`src/rtl/pipeline_pkg.sv`:
```
// Shared pipeline typedefs: stage payload structs and the skid-register
// occupancy state used by every pipe_skid_reg instance.
package pipeline_pkg;

    localparam int XLEN = 32;

    // Fetch-to-decode payload carried between front-end stages.
    typedef struct packed {
        logic [XLEN-1:0] pc;
        logic [XLEN-1:0] instr;
    } fetch_payload_t;

    // Execute-to-writeback payload.
    typedef struct packed {
        logic [4:0]      rd;
        logic            wen;
        logic [XLEN-1:0] result;
    } wb_payload_t;

    // Occupancy of a two-entry skid register: nothing held, head only,
    // head plus skid entry.
    typedef enum logic [1:0] {
        EMPTY = 2'd0,
        ONE   = 2'd1,
        FULL  = 2'd2
    } skid_state_t;

    // Number of entries held for a given occupancy state.
    function automatic logic [1:0] skid_count(input skid_state_t s);
        logic [1:0] n;
        case (s)
            EMPTY:   n = 2'd0;
            ONE:     n = 2'd1;
            FULL:    n = 2'd2;
            default: n = 2'd0;
        endcase
        return n;
    endfunction

endpackage

```
`src/rtl/pipe_skid_reg.sv`:
```
// Two-entry pipeline skid register. The head entry drives out_data directly
// from a flop; the skid entry absorbs the one word that can arrive while the
// head is blocked, so in_ready never depends combinationally on out_ready.
module pipe_skid_reg
    import pipeline_pkg::*;
#(
    parameter int WIDTH          = 32,
    parameter bit CLEAR_ON_FLUSH = 1'b1
) (
    input  logic             clk,
    input  logic             rst,
    input  logic             flush,
    input  logic             stall,
    input  logic             in_valid,
    input  logic [WIDTH-1:0] in_data,
    output logic             in_ready,
    output logic             out_valid,
    output logic [WIDTH-1:0] out_data,
    input  logic             out_ready,
    output logic [1:0]       count
);

    skid_state_t      state_q;
    skid_state_t      state_d;
    logic [WIDTH-1:0] main_q;
    logic [WIDTH-1:0] main_d;
    logic [WIDTH-1:0] skid_q;
    logic [WIDTH-1:0] skid_d;
    logic             push;
    logic             pop;

    // All outputs decode the registered state only.
    assign in_ready  = (state_q != FULL);
    assign out_valid = (state_q != EMPTY);
    assign count     = skid_count(state_q);
    assign out_data  = main_q;

    // Flush suppresses both handshakes so nothing is accepted or consumed
    // in the cycle the stage is being emptied.
    assign push = in_valid & in_ready & ~flush;
    assign pop  = out_valid & out_ready & ~stall & ~flush;

    // Next occupancy and payload; flush empties the stage, and with
    // CLEAR_ON_FLUSH set any entry leaving the stage is also zeroed so that
    // out_data reads 0 whenever the stage is empty.
    always_comb begin
        state_d = state_q;
        main_d  = main_q;
        skid_d  = skid_q;
        if (flush) begin
            state_d = EMPTY;
            if (CLEAR_ON_FLUSH) begin
                main_d = '0;
                skid_d = '0;
            end
        end else begin
            case (state_q)
                EMPTY: begin
                    if (push) begin
                        state_d = ONE;
                        main_d  = in_data;
                    end
                end
                ONE: begin
                    if (push && pop) begin
                        main_d = in_data;
                    end else if (push) begin
                        state_d = FULL;
                        skid_d  = in_data;
                    end else if (pop) begin
                        state_d = EMPTY;
                        if (CLEAR_ON_FLUSH) begin
                            main_d = '0;
                        end
                    end
                end
                FULL: begin
                    if (pop) begin
                        state_d = ONE;
                        main_d  = skid_q;
                        if (CLEAR_ON_FLUSH) begin
                            skid_d = '0;
                        end
                    end
                end
                default: begin
                    state_d = EMPTY;
                end
            endcase
        end
    end

    // Register stage; reset empties the stage and zeroes both entries
    // regardless of CLEAR_ON_FLUSH.
    always_ff @(posedge clk) begin
        if (rst) begin
            state_q <= EMPTY;
            main_q  <= '0;
            skid_q  <= '0;
        end else begin
            state_q <= state_d;
            main_q  <= main_d;
            skid_q  <= skid_d;
        end
    end

endmodule

```
`config.mk`:
```
export PLATFORM = sky130hd
export DESIGN_NAME = pipe_skid_reg
export DESIGN_NICKNAME = d
export VERILOG_FILES = /design/src/rtl/pipeline_pkg.sv /design/src/rtl/pipe_skid_reg.sv
export SDC_FILE = /design/constraint.sdc
export NUM_CORES = 1
export LEC_CHECK = 0
export CELL_PAD_IN_SITES_DETAIL_PLACEMENT = 1
export CELL_PAD_IN_SITES_GLOBAL_PLACEMENT = 1
export CORE_ASPECT_RATIO = 0.6
export CORE_UTILIZATION = 39
export CTS_CLUSTER_DIAMETER = 40
export DETAILED_ROUTE_END_ITERATION = 10
export GPL_TIMING_DRIVEN = 1
export PLACE_DENSITY_LB_ADDON = 0.1
export SLEW_MARGIN = 20
export SYNTH_ARGS = -nofsm -noshare
export SYNTH_HDL_FRONTEND = slang
export SYNTH_SLANG_ARGS = --single-unit
```
`constraint.sdc`:
```
create_clock -name clk -period 6.85 [get_ports clk]
set_clock_uncertainty 0.2 [all_clocks]
set_input_delay 1.37 -clock clk [delete_from_list [all_inputs] [get_ports clk]]
set_output_delay 1.37 -clock clk [all_outputs]
set_load 0.02 [all_outputs]
```
==> impl_results.md <==
- Site Rows: 24
- Placeable core region: 7300 sq um
- Power per cell area: roughly 230 nW/um^2
- GRT Util Overall: 23.6%
- Worst vdd rail ir drop: 115 uV
- FMAX: 255 MHz
- Yosys reg bits: 66
- Die Y: 69.3 microns
- Syn avg cell area: approximately 9.2 sq um
- Worst skew pair latency: 0.33 ns
- Start-to-end type of the worst setup path: primary input to register
- Worst-case headroom to the max-slew limit: 30.0%
- Async set-or-reset flop fraction in the synthesized netlist: 0%
- Initial DRC Count: 203
- Boundary Pins: 74
- Slew at the pin closest to its max-slew limit: 1.03 ns
- WL per Instance: 17.7 microns
- Global-route wire length before repair: 14,200 microns
- Maximum fanout along the worst path: 32
- DIE AREA: 7920 sq um
- Post-synthesis net count: 363
- Number of standard cells in the layout, taps in and fillers out: 488
- Register clock-pin slew on the reported worst setup and hold paths: 0.05 ns
- Distinct cell type count after synthesis: 31
- Number of clock sinks: 66
- Proportion of power drawn by the clock network: 45.2%
- Worst path arrival time: between 3 and 4 ns
- Aggregate global routing overflow: 0
- WL met3: 436 microns
- Clock buffer depth: 2
- Worst slack on hold paths: 0.258 ns
- Count of final max-slew check failures: 0
- Antenna violations before repair: 0
- Filler cell count in the final layout: 837
- Synthesis-to-layout area growth: 34.8%
- Clock buffer count from CTS: 9
- Count of buffers added by post-CTS timing repair for setup: 0
- Met2 wire length: between 4000 and 5000 microns
- Top flip-flop cell by instance count after synthesis: sky130_fd_sc_hd__dfxtp_1
- Post-route DRC violation count: 0
- Synth area leaders: sky130_fd_sc_hd__dfxtp_1 (45%), sky130_fd_sc_hd__a221oi_2 (15%), sky130_fd_sc_hd__a21oi_1 (5.4%)
- Post-layout minimum cycle time: 3.93 ns
- Width of the die: ~110 microns
- Vias in the first global route: 2,788
- Period utilisation layout: ~57%
- Reported net switching power: 0.000226 W
- Reg2Reg Depth: 6
- Data required time at the worst endpoint: 6.90 ns
- Library cell occupying the most area in the post-synthesis netlist: sky130_fd_sc_hd__dfxtp_1
- Final Cell Area: 3980 sq um
- Setup TNS: 0 ns
- Number of enable-type register cells in the synthesized netlist: 0
- Switching power share of the total: 24.5%
- Category of the worst setup path capture point: register
- Number of nets in the finished design: 422
- Average vias per placed instance: 5.46
- Sequential fraction of the synthesis area: 44.8%
- Worst Hold Class: register to register
- Routed Wire Length: about 8600 microns
- Finish-stage setup viols: 0
- Via count: 2,663
- Final core utilization: 54.5%
- CTS H-Tree Depth: 3
- Share of final-layout standard cells stronger than drive strength 1: 14.3%
- Reported leakage power: 1.35 nW
- Estimated wirelength of the detail-placed design: 5170 microns
- Post-Synthesis Cell Area: 2950 sq um
- Run status: completed
- Wire length on met1: 4050 microns
- Total of hold buffers inserted after clock tree synthesis: 0
- Root Buffer Master: sky130_fd_sc_hd__clkbuf_16
- Post-cts repair resize count: 0
- Unrepaired setup endpoints after global routing: no
- Max Cap Viol: 0
- Post-route antenna net violation count: 0
- Final GP Congestion: ~0.79
- Count of input and output buffers: 73
- Number of warnings reported in the yosys synthesis log: 0
- Part of the total power dissipated in combinational logic: 11.8%
- Cell count after placement: 471
- Initial core utilization: 40.4%
- Gate Count Post-Synth: 320
- Cell-internal power: around 0.0007 W
- Final hold violations: 0
- Count of antenna diodes in the layout: 0
- Pin count of the biggest net entering global routing: 36
- Top routing layer used: met4
- TritonCTS clock tree: done
- Hold path cells: 2
- Area share of the largest cell type after synthesis: between 40% and 50%
- Crit start category: primary input
- Iteration count of the initial detailed-routing pass: 4
- Portion of total power attributed to sequential cells: 43.0%
- Placed Area: 3700 sq um
cell type report:
cell class	count	area [sq um]	share of cell area [%]
multi-input cells	221	1480	37.2
flip-flops and latches	66	1320	33.2
repair buffers	77	764	19.2
clock buffers	14	254	6.39
well taps	104	130	3.27
inverters	4	15.0	0.378
clock inverters	2	12.5	0.315
per-layer routing:
metal  global-route usage (%)  up-vias
met2                     38.1       67
met3                     6.73        4
li1                         -     1276
met1                     30.4     1316
met4                     7.50        0
met5                        0        -
worst paths after layout:
kind               from    endpoint  slack, ns
min reg2reg  skid_q[17]  skid_q[17]       0.26
max               flush  skid_q[16]       2.92
max reg2reg  state_q[0]  skid_q[16]       3.73
min          skid_q[17]  skid_q[17]       0.26
synthesized netlist by cell type (2+ instances only):
cell and count:
sky130_fd_sc_hd__a21oi_1 32, sky130_fd_sc_hd__a221oi_1 3, sky130_fd_sc_hd__a221oi_2 30, sky130_fd_sc_hd__buf_1 4
sky130_fd_sc_hd__buf_2 4, sky130_fd_sc_hd__buf_4 6, sky130_fd_sc_hd__buf_6 3, sky130_fd_sc_hd__clkbuf_1 10
sky130_fd_sc_hd__clkbuf_2 2, sky130_fd_sc_hd__dfxtp_1 66, sky130_fd_sc_hd__ha_1 5, sky130_fd_sc_hd__inv_1 4
sky130_fd_sc_hd__mux2i_1 3, sky130_fd_sc_hd__nand2_1 34, sky130_fd_sc_hd__nand2b_1 2, sky130_fd_sc_hd__nand3_1 32
sky130_fd_sc_hd__nor2_1 35, sky130_fd_sc_hd__o21ai_0 28, sky130_fd_sc_hd__o21ai_1 5
state kept, by name, summed over array words and instances (netlist names):
| name | count |
|---|---|
| out_data | 32 |
| skid_q | 32 |
| state_q | 2 |
power by group through the flow:
| stage | sequential (W) | combinational [W] | clock, W |
|---|---|---|---|
| floorplan | 0.000413 | 0.0000477 | 0 |
| global placement | 0.000405 | 0.000107 | 0 |
| detailed placement | 0.000405 | 0.000107 | 0 |
| CTS | 0.000397 | 0.000108 | 0.000424 |
| global route | 0.000397 | 0.000117 | 0.000445 |
| finish | 0.000397 | 0.000109 | 0.000417 |
critical path, cell delays in order:
cell	delay [ns]
sky130_fd_sc_hd__clkdlybuf4s50_1	0.52
sky130_fd_sc_hd__nor4b_1	0.72
sky130_fd_sc_hd__mux2i_4	0.96
sky130_fd_sc_hd__nand3_1	0.18
sky130_fd_sc_hd__a21oi_1	0.20
logic make-up after synthesis:
family | share of synthesized area (%)
simple gates | 16.7
compound gates | 28.9
flops | 44.8
buf+inv | 5.98
fa+ha+maj | 2.12
mux | 1.40
placed cells by master (no fill, tap or decap), types with 2 or more instances in the layout:
master,netlist,routed
sky130_fd_sc_hd__o21ai_1,5,5
sky130_fd_sc_hd__a221oi_2,30,30
sky130_fd_sc_hd__buf_4,6,3
sky130_fd_sc_hd__nor2_1,35,34
sky130_fd_sc_hd__inv_1,4,4
sky130_fd_sc_hd__nand2b_1,2,2
sky130_fd_sc_hd__mux2i_1,3,2
sky130_fd_sc_hd__a221oi_1,3,3
sky130_fd_sc_hd__o21ai_0,28,28
sky130_fd_sc_hd__ha_1,5,5
sky130_fd_sc_hd__clkbuf_16,0,9
sky130_fd_sc_hd__dfxtp_1,66,66
sky130_fd_sc_hd__a21oi_1,32,32
sky130_fd_sc_hd__nand2_1,34,34
sky130_fd_sc_hd__clkdlybuf4s50_1,0,73
sky130_fd_sc_hd__nand3_1,32,32
sky130_fd_sc_hd__clkbuf_1,10,4
per-stage QoR:
step / setup slack [ns] / power (W)
floorplan: 3.98 / 0.000460
global placement: 2.72 / 0.000511
detailed placement: 2.57 / 0.000512
CTS: 2.91 / 0.000929
global route: 2.71 / 0.000959
finish: 2.92 / 0.000923
Note: power is estimated with default switching activity, not from simulation.
